--- src/rtl/ex_stage_reg.sv ---
// ex_stage_reg: execute stage and EX/MEM pipeline register with C/Z flags and conditional execution.
// Define EX_FWD_EN to enable MEM/WB operand forwarding; otherwise operands come straight from the register file.
module ex_stage_reg #(
    parameter int DATA_W = 16,
    parameter int REG_AW = 3
) (
    input  logic              clock,
    input  logic              reset,
    input  logic [2:0]        WB_in,
    input  logic [1:0]        Mem_in,
    input  logic [3:0]        Ex_in,
    input  logic [1:0]        cond_in,
    input  logic [DATA_W-1:0] data_read1_in,
    input  logic [DATA_W-1:0] data_read2_in,
    input  logic [DATA_W-1:0] PC_plus_1_in,
    input  logic [DATA_W-1:0] Zero_pad_in,
    input  logic [DATA_W-1:0] sign_ext6_in,
    input  logic [3:0]        src1_in,
    input  logic [3:0]        src2_in,
    input  logic [REG_AW-1:0] Dest_in,
    input  logic              valid_in,
    input  logic              fwd_mem_en,
    input  logic              fwd_wb_en,
    input  logic [REG_AW-1:0] fwd_mem_dest,
    input  logic [REG_AW-1:0] fwd_wb_dest,
    input  logic [DATA_W-1:0] fwd_mem_data,
    input  logic [DATA_W-1:0] fwd_wb_data,
    input  logic              stall_in,
    input  logic              flush_in,
    output logic [2:0]        WB_out,
    output logic [1:0]        Mem_out,
    output logic [DATA_W-1:0] alu_result_out,
    output logic [DATA_W-1:0] store_data_out,
    output logic [DATA_W-1:0] PC_plus_1_out,
    output logic [DATA_W-1:0] Zero_pad_out,
    output logic [REG_AW-1:0] Dest_out,
    output logic              valid_out,
    output logic              carry_flag,
    output logic              zero_flag
);
    logic [DATA_W-1:0] op1, op2, b, res;
    logic [DATA_W:0]   sum, diff;
    logic              carry, cp, commit;
`ifdef EX_FWD_EN
    // MEM is the younger producer, so it wins when both stages match
    assign op1 = !src1_in[3] ? data_read1_in :
                 (fwd_mem_en && fwd_mem_dest == src1_in[REG_AW-1:0]) ? fwd_mem_data :
                 (fwd_wb_en && fwd_wb_dest == src1_in[REG_AW-1:0]) ? fwd_wb_data : data_read1_in;
    assign op2 = !src2_in[3] ? data_read2_in :
                 (fwd_mem_en && fwd_mem_dest == src2_in[REG_AW-1:0]) ? fwd_mem_data :
                 (fwd_wb_en && fwd_wb_dest == src2_in[REG_AW-1:0]) ? fwd_wb_data : data_read2_in;
`else
    logic unused_fwd;
    assign op1 = data_read1_in;
    assign op2 = data_read2_in;
    assign unused_fwd = ^{fwd_mem_en, fwd_wb_en, fwd_mem_dest, fwd_wb_dest,
                          fwd_mem_data, fwd_wb_data, src1_in, src2_in};
`endif
    assign b      = Ex_in[2] ? sign_ext6_in : op2;
    assign sum    = {1'b0, op1} + {1'b0, b};
    assign diff   = {1'b0, op1} + {1'b0, ~b} + (DATA_W+1)'(1);
    assign res    = Ex_in[1:0] == 2'b00 ? sum[DATA_W-1:0] :
                    Ex_in[1:0] == 2'b01 ? ~(op1 & b) :
                    Ex_in[1:0] == 2'b10 ? diff[DATA_W-1:0] : b;
    assign carry  = Ex_in[1] ? diff[DATA_W] : sum[DATA_W];
    assign cp     = cond_in == 2'b01 ? carry_flag : cond_in == 2'b10 ? zero_flag : 1'b1;
    assign commit = valid_in & cp & ~stall_in & ~flush_in;

    always_ff @(posedge clock) begin
        if (reset) begin
            WB_out         <= '0;
            Mem_out        <= '0;
            alu_result_out <= '0;
            store_data_out <= '0;
            PC_plus_1_out  <= '0;
            Zero_pad_out   <= '0;
            Dest_out       <= '0;
            valid_out      <= 1'b0;
            carry_flag     <= 1'b0;
            zero_flag      <= 1'b0;
        end else if (flush_in) begin
            WB_out         <= '0;
            Mem_out        <= '0;
            alu_result_out <= '0;
            store_data_out <= '0;
            PC_plus_1_out  <= '0;
            Zero_pad_out   <= '0;
            Dest_out       <= '0;
            valid_out      <= 1'b0;
        end else if (!stall_in) begin
            // a failed condition still flows down as a valid no-op
            WB_out         <= {WB_in[2] & valid_in & cp, WB_in[1:0]};
            Mem_out        <= (valid_in & cp) ? Mem_in : 2'b00;
            alu_result_out <= res;
            store_data_out <= op2;
            PC_plus_1_out  <= PC_plus_1_in;
            Zero_pad_out   <= Zero_pad_in;
            Dest_out       <= Dest_in;
            valid_out      <= valid_in;
            if (commit && Ex_in[3]) begin
                zero_flag <= res == '0;
                if (!Ex_in[0])
                    carry_flag <= carry;
            end
        end
    end
endmodule

--- config.mk ---
export PLATFORM = sky130hd
export DESIGN_NAME = ex_stage_reg
export DESIGN_NICKNAME = d
export VERILOG_FILES = /design/src/rtl/ex_stage_reg.sv
export SDC_FILE = /design/constraint.sdc
export NUM_CORES = 1
export LEC_CHECK = 0
export CORE_MARGIN = 4
export CORE_UTILIZATION = 44
export CTS_BUF_LIST = sky130_fd_sc_hd__clkbuf_8
export DETAILED_ROUTE_END_ITERATION = 8
export PLACE_DENSITY_LB_ADDON = 0.1
export SYNTH_ARGS = -nofsm -noshare
export SYNTH_HDL_FRONTEND = slang
export SYNTH_SLANG_ARGS = --single-unit
--- constraint.sdc ---
create_clock -name clock -period 4.95 [get_ports clock]
set_clock_uncertainty 0.05 [all_clocks]
set_input_delay 0.7425 -clock clock [delete_from_list [all_inputs] [get_ports clock]]
set_output_delay 0.7425 -clock clock [all_outputs]
set_load 0.005 [all_outputs]
======== Word-level counts from Yosys, hierarchy flattened ========
Cells that the tools add are included.
cells by class
  bitwise gates (word level) .............. 11
  reductions and logical operators ........ 6
  mux-type cells .......................... 8
  add/subtract/negate cells ............... 3
  equal/unequal tests ..................... 4
operators by type and width
  operator                                              count
  2-to-1 mux 16 bit                                     4
  adder 16 x 16 -> 17 bit                               2
  NOT 16 bit                                            2
  adder 17 x 1 -> 17 bit (second input constant)        1
  AND 16 bit                                            1
  logical NOT 16 bit                                    1
  AND 1 bit                                             5
  equality test 2 x 1 -> 1 bit (second input constant)  2
  equality test 2 bit (second input constant)           2
  AND reduction 4 bit                                   1
  2-to-1 mux 1 bit                                      3
  NOT 1 bit                                             3
  AND reduction 3 bit                                   1
  logical NOT 2 bit                                     1
  2-to-1 mux 2 bit                                      1
  OR reduction 2 bit                                    1
  logical AND 1 bit                                     1
storage, ports and cells
  bits of input ports ..................... 147
  register bits after elaboration ......... 75
  word-level logic and storage cells ...... 42
  output and inout port bits .............. 75

======== Longest topological paths before layout ========
  depth in word-level cells ............... 8
  depth in mapped cells ................... 15
  mapped depth without buffers ............ 13

======== Worst setup path before layout ========
OpenSTA, ideal clock, no wires.
  path kind ............................... input to register
  start ................................... input port Ex_in[2]
  end ..................................... register zero_flag
  data arrival time ....................... 3620 ps
  path slack .............................. 1164 ps
  required time ........................... 4785 ps
  library setup time ...................... 115 ps
  buffers on the path ..................... 3
  stages on the path ...................... 15
  cells stage by stage .................... buf_2 -> buf_2 -> mux2_2 -> inv_1 -> ha_1 -> buf_6 -> nor4_1 -> o21ai_1 -> and3_1 -> a31oi_1 -> xor2_1 -> mux4_2 -> nand3_2 -> nor4_2 -> a31o_1
on the way
  cells in the longest elaborated chain, start to end .. 8
  elaborated cells on any way between the ends .. 11
  classes of those cells .................. add/sub (3); mux (4); bitwise (3); reduce/logical (1)
ends and longest elaborated chain
  element                  line  source
  start, declared          11    input logic [3:0] Ex_in,
  2-to-1 mux 16 bit *      59    assign b = Ex_in[2] ? sign_ext6_in : op2;
  NOT 16 bit               61    assign diff = {1'b0, op1} + {1'b0, ~b} + (DATA_W+1)'(1);
  adder 16 x 16 -> 17 bit  61
  adder 17 x 1 -> 17 bit   61
  2-to-1 mux 16 bit        64    Ex_in[1:0] == 2'b10 ? diff[DATA_W-1:0] : b;
  2-to-1 mux 16 bit        63    Ex_in[1:0] == 2'b01 ? ~(op1 & b) :
  2-to-1 mux 16 bit *      62    assign res = Ex_in[1:0] == 2'b00 ? sum[DATA_W-1:0] :
  logical NOT 16 bit *     101   zero_flag <= res == '0;
  end signal, assigned     80    zero_flag <= 1'b0;
  end signal, assigned     101
  end, declared            39    output logic zero_flag
Every way passes the cells marked *; elsewhere a longest branch is shown, timed or not.
A chain may end at the register's enable or synchronous reset.

======== Worst setup path after layout ========
Ends and elaborated chain as after synthesis.

==> results.sh <==
export IMPL_coreArea_um2=11000
export IMPL_dp_cells=863
export IMPL_grt_start_max_net_pins=60
export IMPL_internal_power_mw=1.16
export IMPL_cts_post_setup_buffers_inserted=0
export IMPL_cts_path_max_buffers=2
export IMPL_syn_area_per_cell_um2=8.77
export IMPL_place_worst_setup_slack_ns=0.458
export IMPL_status="complete, no violations"
export IMPL_cts_sink_count=75
export IMPL_required_ns=5.15
export IMPL_crit_type="input pin to flop"
export IMPL_cp_slowest_cell="mux4_2"
export IMPL_hold_viol_final=0
export IMPL_leakage_nw=2.93
export IMPL_path_cells="clkdlybuf4s50_1 > buf_4 > mux2_2 > inv_1 > ha_1 > nor4_1 > nand3_1 > a31oi_1 > nor4_2 > xnor2_1 > mux4_2 > nand3_2 > nor4_2 > a31o_1"
export IMPL_netlist_area_um2=5050
export IMPL_finalWorstSetupSlack_ns=0.767
export IMPL_yosysTopAreaCellShare=0.297
export IMPL_synth_nets=763
export IMPL_comb_power_share=0.333
export IMPL_rr_startpoint="zero_flag"
export IMPL_ctsHoldBuffers=0
export IMPL_finalNonFillerCells=879
export IMPL_io_buffer_count=173
export IMPL_grt_pass1_vias=4757
export IMPL_reg2regPathDepth=9
export IMPL_ys_seq_area_frac=0.297
export IMPL_grtUsageMet3=0.0695
export IMPL_p_per_area_nw_per_um2=238
export IMPL_max_stage_delay_ns=0.53
export IMPL_power_frac_seq=0.377
export IMPL_fp_dieH_um=115
export IMPL_async_flop_share=0
export IMPL_synth_top_area_cell="dfxtp_1"
export IMPL_fin_hold_ws_ns=0.415
export IMPL_detail_route_antenna_nets=0
export IMPL_cpMostUsedCell="nor4_2"
export IMPL_crit_arrival_ns=4.38
export IMPL_rrSetupSlack_ns=2.51
export IMPL_p_total_mw=1.68
export IMPL_critPathLaunch="Ex_in[2]"
export IMPL_netlist_top_cells_count="nor2_1, dfxtp_1, mux2i_1"
export IMPL_drc=0
export IMPL_wl_per_cell_um=16.8
export IMPL_crit_fanout=16
export IMPL_slew_violations=0
export IMPL_grt_pass1_wl_mm=23.2
export IMPL_via_count=4726
export IMPL_r2r_end="zero_flag"
export IMPL_synth_edf_count=0
export IMPL_period_share=0.845
export IMPL_grt_ovfl_total=0
export IMPL_finalSetupViolations=0
export IMPL_viasPerCell=5.38
export IMPL_met1_usage=0.259
export IMPL_synth_seq_cells=75
export IMPL_netSwitchingPower_mw=0.524
export IMPL_met2_usage=0.384
export IMPL_swShare=0.311
export IMPL_grt_usage=0.219
export IMPL_synth_area_leaders="dfxtp_1, mux2i_1, ha_1"
export IMPL_boundaryPins=222
export IMPL_drtIter0Drc=232
export IMPL_dp_hpwl_mm=11.7
export IMPL_start_util=0.458
export IMPL_ir_drop_uv=217
export IMPL_grt_setup_unrepaired="no"
export IMPL_cts_made_buffers=9
export IMPL_root_buffer="clkbuf_8"
export IMPL_rows=38
export IMPL_yosysUniqueCellTypes=76
export IMPL_syn_inst=576
export IMPL_crit_path_start_kind="input pin"
export IMPL_syn2layout_area_growth_pct=39.9
export IMPL_cts_tree="done"
export IMPL_min_path_cells=2
export IMPL_critPathCaptureType="flop"
export IMPL_max_slew_margin=0.400
export IMPL_yosys_warnings=0
export IMPL_yosysMostFrequentCell="nor2_1"
export IMPL_grt_busiest_layer="met2"
export IMPL_min_delay_start="alu_result_out[15]"
export IMPL_clock_latency_ns=0.35
export IMPL_dr_pass1_iters=5
export IMPL_holdPathEnd="alu_result_out[15]"
export IMPL_p_clk_frac=0.290
export IMPL_die_area_um2=13300
export IMPL_cap_violations=0
export IMPL_hold_path_class="flop to flop"
export IMPL_cts_reportedPaths_clkPinSlew_ns=0.09
export IMPL_place_gp_congestion=0.908
export IMPL_final_layout_size_suffix_gt1_frac=0.0907
export IMPL_die_w_um=115
export IMPL_cts_resized=0
export IMPL_synth_flop_cell="dfxtp_1"
export IMPL_nets=921
export IMPL_fmax_mhz=239
export IMPL_fin_setup_tns_ns=0
export IMPL_tightest_slew_ns=0.900
export IMPL_n_antenna_cell=0
export IMPL_period_needed_ns=4.18
export IMPL_drt_wl_total_mm=14.8
export IMPL_htreeDepth=3
export IMPL_antenna_found_initial=0
registers in the layout (all words and copies together) (netlist names):
signal and cells:
store_data_out 16, alu_result_out 16, Zero_pad_out 16, Mem_out 2, Dest_out 3, PC_plus_1_out 16, zero_flag 1, WB_out 3
valid_out 1, carry_flag 1
critical path, delay by kind of cell:
family | cells | cell delay, ns
AOI/OAI and AO/OA | 2 | 0.51
muxes | 2 | 0.96
and+or+nand+nor | 5 | 0.86
xor gates and xnor gates | 1 | 0.13
buffers and inverters | 3 | 0.82
adders and majority gates | 1 | 0.35
cells in the final DEF (no fill, tap or decap), types with 3 or more instances in the layout:
cell and count:
clkdlybuf4s50_1 172, nor2_1 105, dfxtp_1 75, mux2i_1 70, ha_1 38, a21oi_1 34
inv_1 29, nand2_1 21, o21ai_0 15, xnor2_1 10, clkbuf_8 10, nor4_1 8
buf_4 8, mux2_2 7, nor3_1 7, a211oi_1 7, mux4_2 7, o21bai_1 5
a21o_1 5, nand3_1 4, nand4_1 4, or3_1 4, nor2b_1 4, nand2b_1 4
o21a_1 4, o31ai_1 4, xor2_1 4, or2_2 3, a22oi_1 3, a211oi_2 3
nor2_2 3, a31oi_1 3, o2111ai_1 3, a32oi_1 3, clkinv_4 3
logic make-up (layout without fill, tap and decap cells):
logic type / after synthesis / in the layout / share of synthesized area
compound gates: 111 / 111 / 0.158
xor+xnor: 14 / 14 / 0.0243
fa+ha+maj: 40 / 40 / 0.102
buf+inv: 63 / 226 / 0.0520
flops: 75 / 75 / 0.297
mux: 85 / 85 / 0.188
simple gates: 188 / 188 / 0.178
how the worst max path moves through the flow:
stage	slack (ns)	endpoint
2_1_floorplan	1.16	zero_flag
3_3_place_gp	0.51	zero_flag
3_5_place_dp	0.46	zero_flag
4_1_cts	0.85	zero_flag
5_1_grt	0.63	zero_flag
6_report	0.77	zero_flag
power groups by stage:
stage | Clock (mW) | Sequential [mW] | Combinational, mW
5_1_grt | 0.534 | 0.639 | 0.615
3_3_place_gp | 0 | 0.648 | 0.549
6_report | 0.488 | 0.635 | 0.561
2_1_floorplan | 0 | 0.651 | 0.351
4_1_cts | 0.507 | 0.636 | 0.562
3_5_place_dp | 0 | 0.650 | 0.558
stage by stage:
step,area (µm²),utilization
global route,7070,0.641
CTS,7070,0.641
detailed placement,6860,0.622
floorplan,5050,-
global placement,6860,0.622
finish,7070,0.641
routing by layer:
| metal | part of all wire | wire [µm] | vias to the layer above |
|---|---|---|---|
| met5 | 0 | 0 | - |
| met4 | 0.018 | 268 | 0 |
| met3 | 0.078 | 1150 | 18 |
| met2 | 0.50 | 7310 | 181 |
| met1 | 0.41 | 6030 | 2179 |
| li1 | - | - | 2348 |
area by class of cell:
cell class                 count  area, µm²
fill                         955       3960
multi-input combinational    438       3290
timing repair buffer         180       1780
sequential                    75       1500
tap                          140        175
clock buffer                  10        138
inverter                      30        113
clock inverter                 6       72.6
Power figures use the tool's default switching activity.
